**src/rtl/sos_pkg.sv**
```systemverilog
// Shared types and default timing for the SOS Morse detector.
package sos_pkg;

  // Matcher progress: which letter of S-O-S is being collected.
  typedef enum logic [1:0] {
    IDLE = 2'd0,
    S1   = 2'd1,
    O    = 2'd2,
    S2   = 2'd3
  } state_t;

  // Classified mark.
  typedef enum logic [1:0] {
    SYM_DOT  = 2'd0,
    SYM_DASH = 2'd1,
    SYM_ERR  = 2'd2
  } sym_t;

  localparam int DOT_MAX_D  = 1;
  localparam int DASH_MIN_D = 2;
  localparam int DASH_MAX_D = 4;
  localparam int IDLE_GAP_D = 32;

  // Dot wins when the dot and dash windows overlap.
  function automatic sym_t classify(input int len, input int dot_max,
                                    input int dash_min, input int dash_max);
    if (len >= 1 && len <= dot_max) return SYM_DOT;
    if (len >= dash_min && len <= dash_max) return SYM_DASH;
    return SYM_ERR;
  endfunction

endpackage

```
**src/rtl/sos_symbol_decoder.sv**
```systemverilog
// Measures mark/space run lengths on the serial line and classifies each
// finished mark as dot, dash or error. Also flags the edge where the
// space run reaches the idle gap so the matcher can drop partial progress.
module sos_symbol_decoder
  import sos_pkg::*;
#(
  parameter int DOT_MAX  = DOT_MAX_D,
  parameter int DASH_MIN = DASH_MIN_D,
  parameter int DASH_MAX = DASH_MAX_D,
  parameter int IDLE_GAP = IDLE_GAP_D,
  parameter int CNT_W    = 6
)(
  input  logic clk,
  input  logic rst,
  input  logic i_data,
  output logic o_sym_valid,
  output logic o_sym_dash,
  output logic o_sym_err,
  output logic o_gap_hit
);

  localparam logic [CNT_W-1:0] CNT_MAX = '1;
  localparam logic [CNT_W-1:0] GAP_M1  = CNT_W'(IDLE_GAP - 1);

  logic             r_d_q;
  logic [CNT_W-1:0] r_mark_cnt;
  logic [CNT_W-1:0] r_space_cnt;
  logic             r_sym_valid;
  logic             r_sym_dash;
  logic             r_sym_err;

  logic w_mark_end;
  sym_t w_sym;

  assign w_mark_end = r_d_q & ~i_data;
  assign w_sym      = classify(int'(r_mark_cnt), DOT_MAX, DASH_MIN, DASH_MAX);
  // Fires on the edge at which the space counter becomes IDLE_GAP; the
  // counter saturates above it, so this happens once per low run.
  assign o_gap_hit  = ~i_data & (r_space_cnt == GAP_M1);

  // Saturating run counters, previous sample and registered classification.
  always_ff @(posedge clk or posedge rst) begin
    if (rst) begin
      r_d_q       <= 1'b0;
      r_mark_cnt  <= '0;
      r_space_cnt <= '0;
      r_sym_valid <= 1'b0;
      r_sym_dash  <= 1'b0;
      r_sym_err   <= 1'b0;
    end else begin
      r_d_q <= i_data;
      if (i_data) begin
        if (r_mark_cnt != CNT_MAX) r_mark_cnt <= r_mark_cnt + 1'b1;
        r_space_cnt <= '0;
      end else begin
        if (r_space_cnt != CNT_MAX) r_space_cnt <= r_space_cnt + 1'b1;
        r_mark_cnt <= '0;
      end
      r_sym_valid <= w_mark_end;
      r_sym_dash  <= w_mark_end && (w_sym == SYM_DASH);
      r_sym_err   <= w_mark_end && (w_sym == SYM_ERR);
    end
  end

  assign o_sym_valid = r_sym_valid;
  assign o_sym_dash  = r_sym_dash;
  assign o_sym_err   = r_sym_err;

endmodule

```
**src/rtl/sos_detector.sv**
```systemverilog
// SOS detector: decodes Morse marks from the serial line and pulses
// sos_detected for each non-overlapping dot*3 dash*3 dot*3 sequence.
// Optional det_count output enabled by macro SOS_DET_COUNT_EN.
module sos_detector
  import sos_pkg::*;
#(
  parameter int DOT_MAX  = DOT_MAX_D,
  parameter int DASH_MIN = DASH_MIN_D,
  parameter int DASH_MAX = DASH_MAX_D,
  parameter int IDLE_GAP = IDLE_GAP_D,
  parameter int CNT_W    = 6
)(
  input  logic       clk,
  input  logic       rst,
  input  logic       data_in,
  output logic       sym_valid,
  output logic       sym_dash,
  output logic       sym_err,
  output logic       sos_detected,
  output logic       busy
`ifdef SOS_DET_COUNT_EN
  ,
  output logic [7:0] det_count
`endif
);

  logic w_sym_valid, w_sym_dash, w_sym_err, w_gap_hit;

  sos_symbol_decoder #(
    .DOT_MAX (DOT_MAX),
    .DASH_MIN(DASH_MIN),
    .DASH_MAX(DASH_MAX),
    .IDLE_GAP(IDLE_GAP),
    .CNT_W   (CNT_W)
  ) u_dec (
    .clk        (clk),
    .rst        (rst),
    .i_data     (data_in),
    .o_sym_valid(w_sym_valid),
    .o_sym_dash (w_sym_dash),
    .o_sym_err  (w_sym_err),
    .o_gap_hit  (w_gap_hit)
  );

  state_t     r_state, w_state_nx;
  logic [1:0] r_cnt, w_cnt_nx;
  logic       w_det;

  // Matcher state register.
  always_ff @(posedge clk or posedge rst) begin
    if (rst) begin
      r_state <= IDLE;
      r_cnt   <= 2'd0;
    end else begin
      r_state <= w_state_nx;
      r_cnt   <= w_cnt_nx;
    end
  end

  // Next-state and detect pulse; only symbol events or the idle gap move it.
  always_comb begin
    w_state_nx = r_state;
    w_cnt_nx   = r_cnt;
    w_det      = 1'b0;
    if (w_gap_hit) begin
      w_state_nx = IDLE;
      w_cnt_nx   = 2'd0;
    end else if (w_sym_valid) begin
      if (w_sym_err) begin
        w_state_nx = IDLE;
        w_cnt_nx   = 2'd0;
      end else begin
        unique case (r_state)
          IDLE: begin
            if (!w_sym_dash) begin
              w_state_nx = S1;
              w_cnt_nx   = 2'd1;
            end
          end
          S1: begin
            if (!w_sym_dash) begin
              if (r_cnt != 2'd3) w_cnt_nx = r_cnt + 2'd1;
            end else if (r_cnt == 2'd3) begin
              w_state_nx = O;
              w_cnt_nx   = 2'd1;
            end else begin
              w_state_nx = IDLE;
              w_cnt_nx   = 2'd0;
            end
          end
          O: begin
            if (w_sym_dash) begin
              if (r_cnt != 2'd3) begin
                w_cnt_nx = r_cnt + 2'd1;
              end else begin
                w_state_nx = IDLE;
                w_cnt_nx   = 2'd0;
              end
            end else begin
              // A dot after a short O restarts a fresh S with this dot.
              w_state_nx = (r_cnt == 2'd3) ? S2 : S1;
              w_cnt_nx   = 2'd1;
            end
          end
          S2: begin
            if (!w_sym_dash && r_cnt != 2'd2) begin
              w_cnt_nx = r_cnt + 2'd1;
            end else begin
              w_det      = !w_sym_dash;
              w_state_nx = IDLE;
              w_cnt_nx   = 2'd0;
            end
          end
          default: begin
            w_state_nx = IDLE;
            w_cnt_nx   = 2'd0;
          end
        endcase
      end
    end
  end

  assign sym_valid    = w_sym_valid;
  assign sym_dash     = w_sym_dash;
  assign sym_err      = w_sym_err;
  assign sos_detected = w_det;
  assign busy         = (r_state != IDLE);

`ifdef SOS_DET_COUNT_EN
  logic [7:0] r_det_count;

  // Saturating count of detections.
  always_ff @(posedge clk or posedge rst) begin
    if (rst)                                r_det_count <= 8'd0;
    else if (w_det && r_det_count != 8'hFF) r_det_count <= r_det_count + 8'd1;
  end

  assign det_count = r_det_count;
`endif

endmodule

```
**config.mk**
```make
export PLATFORM = sky130hd
export DESIGN_NAME = sos_detector
export DESIGN_NICKNAME = d
export VERILOG_FILES = /design/src/rtl/sos_pkg.sv /design/src/rtl/sos_symbol_decoder.sv /design/src/rtl/sos_detector.sv
export SDC_FILE = /design/constraint.sdc
export NUM_CORES = 1
export LEC_CHECK = 0
export BUFFER_PORTS_ARGS = -buffer_cell sky130_fd_sc_hd__buf_2
export CORE_MARGIN = 1.5
export CORE_UTILIZATION = 35
export CTS_BUF_LIST = sky130_fd_sc_hd__clkbuf_8
export CTS_CLUSTER_SIZE = 40
export DETAILED_ROUTE_END_ITERATION = 7
export PLACE_DENSITY = 0.62
export SLEW_MARGIN = 20
export SYNTH_ARGS = -nofsm -noshare
export SYNTH_HDL_FRONTEND = slang
export SYNTH_SLANG_ARGS = --single-unit
```
**constraint.sdc**
```tcl
create_clock -name clk -period 1.7 [get_ports clk]
set_input_delay 0.17 -clock clk [delete_from_list [all_inputs] [get_ports clk]]
set_output_delay 0.17 -clock clk [all_outputs]
set_load 0.01 [all_outputs]
```
==> impl_metrics.tcl <==
set metrics [dict create \
    ys_types 41 \
    hold_viol_final 0 \
    powerDensity_mw_per_mm2 936 \
    synth_compound_area_share_pct 13.7 \
    leakagePower_nw 0.650 \
    synth_nets 132 \
    rr_endpoint "r_cnt[1]" \
    cp.arrival_ns 1.48 \
    post-place-cells 172 \
    yosysSeqAreaShare_pct 42.7 \
    fmax_mhz 606 \
    synth_seq_cells 20 \
    synth_ff_type "dfrtp_1" \
    drtIter0Drc 76 \
    maxCapViolCount 0 \
    slew_violations 0 \
    status "finished clean" \
    synth_warnings 0 \
    pin_count 8 \
    clkLatencyLatePin_ns 0.26 \
    synthXorXnorAreaFrac_pct 2.24 \
    numCtsBuffers 3 \
    synth_top_family_by_area "simple AND/OR/NAND/NOR gates" \
    vias 953 \
    routed_wl_um 2270 \
    initial_core_util_pct 37.4 \
    fp.dieH_um 60.8 \
    min_period_ns 1.65 \
    std_cell_rows 20 \
    clkSinkCount 20 \
    die_area_mm2 0.00370 \
    r2r_setup_slack_ns 0.11 \
    async_flop_share_pct 100 \
    postLayoutCellArea_mm2 0.00140 \
    r2r_cells 5 \
    die_w_um 60.8 \
    synth_cells 123 \
    drive_above_1_share_pct 18.8 \
    finalPower_mw 1.31 \
    grt_use_total_pct 14.2 \
    syn_area_mm2 0.00117 \
    coreArea_mm2 0.00313 \
    postSynthAreaPerCell_um2 9.52 \
    ant_nets 0 \
    hold_path.class "in2reg" \
    antenna_cells 0 \
    synthToLayoutAreaGrowth_pct 19.4 \
    dp_hpwl_um 1550 \
    port_buffers 7 \
    cp_max_fo 4 \
    relSlewSlack_pct 65.5 \
    fin_cells 182 \
    grt_pass1_vias 940 \
    min_from "data_in" \
    grt.overflow.total 0 \
    dpl_cell_area_mm2 0.00125 \
    via_per_inst 5.24 \
    finalClockSkew_ns 0.00758 \
    cts_tree "yes" \
    worst_slew_pin_slew_ns 0.510 \
    worst_hold_path.num_cells 1 \
    antenna_found_initial 0 \
    final_nets 148 \
    fin_crit_sh_pct 97.0 \
    synth-simple-area-share_pct 27.1 \
    cp-end-kind "primary output" \
    critical_path_class "reg2out" \
    clk_path_buf_depth 2 \
    muxShareOfSynthArea_pct 2.56 \
    gp_congestion 0.860 \
    min_to "u_dec.r_d_q" \
    clk_root_buffer_cell "clkbuf_8" \
    grt_pass1_wl_um 3910 \
    remaining_drc_errors 0 \
    synth_edf_count 0 \
    rr_startpoint "r_cnt[0]" \
    synth_adder_area_share_pct 6.41 \
    cp_data_required_time_ns 1.53 \
    rsz0062_at_grt "true" \
    grt_max_degree 21 \
    htreeDepth 1 \
    hold_slack_ns 0.175 \
    vdd_ir_drop_max_mv 0.579 \
    path_clk_slew_ns 0.08 \
    start_kind "flip-flop" \
    dr.pass1.iters 4 \
    setup_viol 0 \
    drt-wirelength-per-cell_um 12.5 \
]
## sequential cells by signal (all words and copies together), names as in the netlist
register           count
r_cnt                  2
u_dec.o_sym_dash       1
u_dec.o_sym_valid      1
u_dec.r_mark_cnt       6
r_state                2
u_dec.r_d_q            1
u_dec.o_sym_err        1
u_dec.r_space_cnt      6
## metal layers
layer | part of all wire [%] | track usage, % | vias to the layer above
met4 | 0.66 | 5.28 | 0
li1 | - | - | 477
met5 | 0 | 0 | -
met2 | 50 | 24.9 | 14
met3 | 2.7 | 4.69 | 2
met1 | 46 | 16.0 | 460
## cells in the mapped netlist (2+ instances only)
master,instances,area share (%)
dfrtp_1,20,43
inv_1,8,2.6
nor2_1,8,2.6
a21oi_1,6,2.6
a31oi_1,6,3.2
ha_1,6,6.4
nand2_1,6,1.9
nand3_1,6,2.6
nor3_1,5,2.1
o21ai_0,4,1.7
and3_1,3,1.6
mux2i_1,3,2.6
nand2b_1,3,1.6
nor2b_1,3,1.6
xnor2_1,3,2.2
clkbuf_1,2,0.64
nand3b_1,2,1.3
nand4_1,2,1.1
nor3b_1,2,1.3
nor4b_1,2,1.5
or2_2,2,1.1
or3_1,2,1.1
## per-stage QoR
| stage | utilization (%) | TNS [ns] | setup WS (ns) |
|---|---|---|---|
| final | 44.7 | 0 | 0.0505 |
| after global routing | 44.7 | -0.0369 | -0.0369 |
| after CTS | 44.4 | 0 | 0.0233 |
| after detailed placement | 40.0 | 0 | 0.0931 |
| after global placement | 40.0 | 0 | 0.110 |
| after floorplan | - | 0 | 0.183 |
## what timing repair did
item	4_1_cts	5_1_grt
resized for setup	4	1
setup buffers	4	1
hold endpoints to repair	20	0
pin swaps	2	1
endpoints found under the setup margin	1	1
hold buffers	1	0
## worst max-delay path by stage
| stage | from | end | slack (ns) | cells past startpoint |
|---|---|---|---|---|
| 2_1_floorplan | u_dec.r_space_cnt[0] | sos_detected | 0.18 | 4 |
| 3_3_place_gp | u_dec.r_space_cnt[0] | sos_detected | 0.11 | 5 |
| 3_5_place_dp | u_dec.r_space_cnt[0] | sos_detected | 0.09 | 5 |
| 4_1_cts | r_cnt[0] | sos_detected | 0.02 | 5 |
| 5_1_grt | r_cnt[0] | sos_detected | -0.04 | 5 |
| 6_report | r_cnt[0] | sos_detected | 0.05 | 5 |
## final cells by class
type / instances / area, um2
fill: 315 / 1730
clock inverter: 1 / 30.0
tap: 44 / 55.1
clock buffer: 3 / 41.3
multi-input combinational: 90 / 637
inverter: 8 / 30.0
timing repair buffer: 16 / 105
sequential: 20 / 500
## kinds of logic after synthesis
| family | after synthesis |
|---|---|
| mux | 3 |
| buf+inv | 13 |
| compound gates | 24 |
| simple gates | 54 |
| flops | 20 |
| fa+ha+maj | 6 |
| xor+xnor | 3 |
## layout by cell type, fill, tap and decap left out, types with 2 or more instances in the layout
master	synthesis	routed
a21oi_1	6	6
a31oi_1	6	6
and3_1	3	3
buf_2	1	7
buf_4	1	8
clkbuf_8	0	3
dfrtp_1	20	20
ha_1	6	4
inv_1	8	8
mux2i_1	3	3
nand2_1	6	6
nand2b_1	3	3
nand3_1	6	6
nand3b_1	2	2
nand4_1	2	2
nor2_1	8	8
nor2b_1	3	3
nor3_1	5	5
nor3b_1	2	2
o21ai_0	4	4
or2_2	2	2
or3_1	2	2
xnor2_1	3	3
## power by group
group	switching, mW	internal, mW	total [mW]
clock	0.156	0.314	0.470
sequential	0.0477	0.517	0.564
combinational	0.133	0.142	0.275
## worst max-delay path: stages, from the launching register on
cell and delay (ns):
dfrtp_1 0.41, inv_1 0.09, ha_2 0.21, nand2_1 0.09, nor4b_2 0.25, buf_2 0.17
Power figures use the tool's default switching activity.
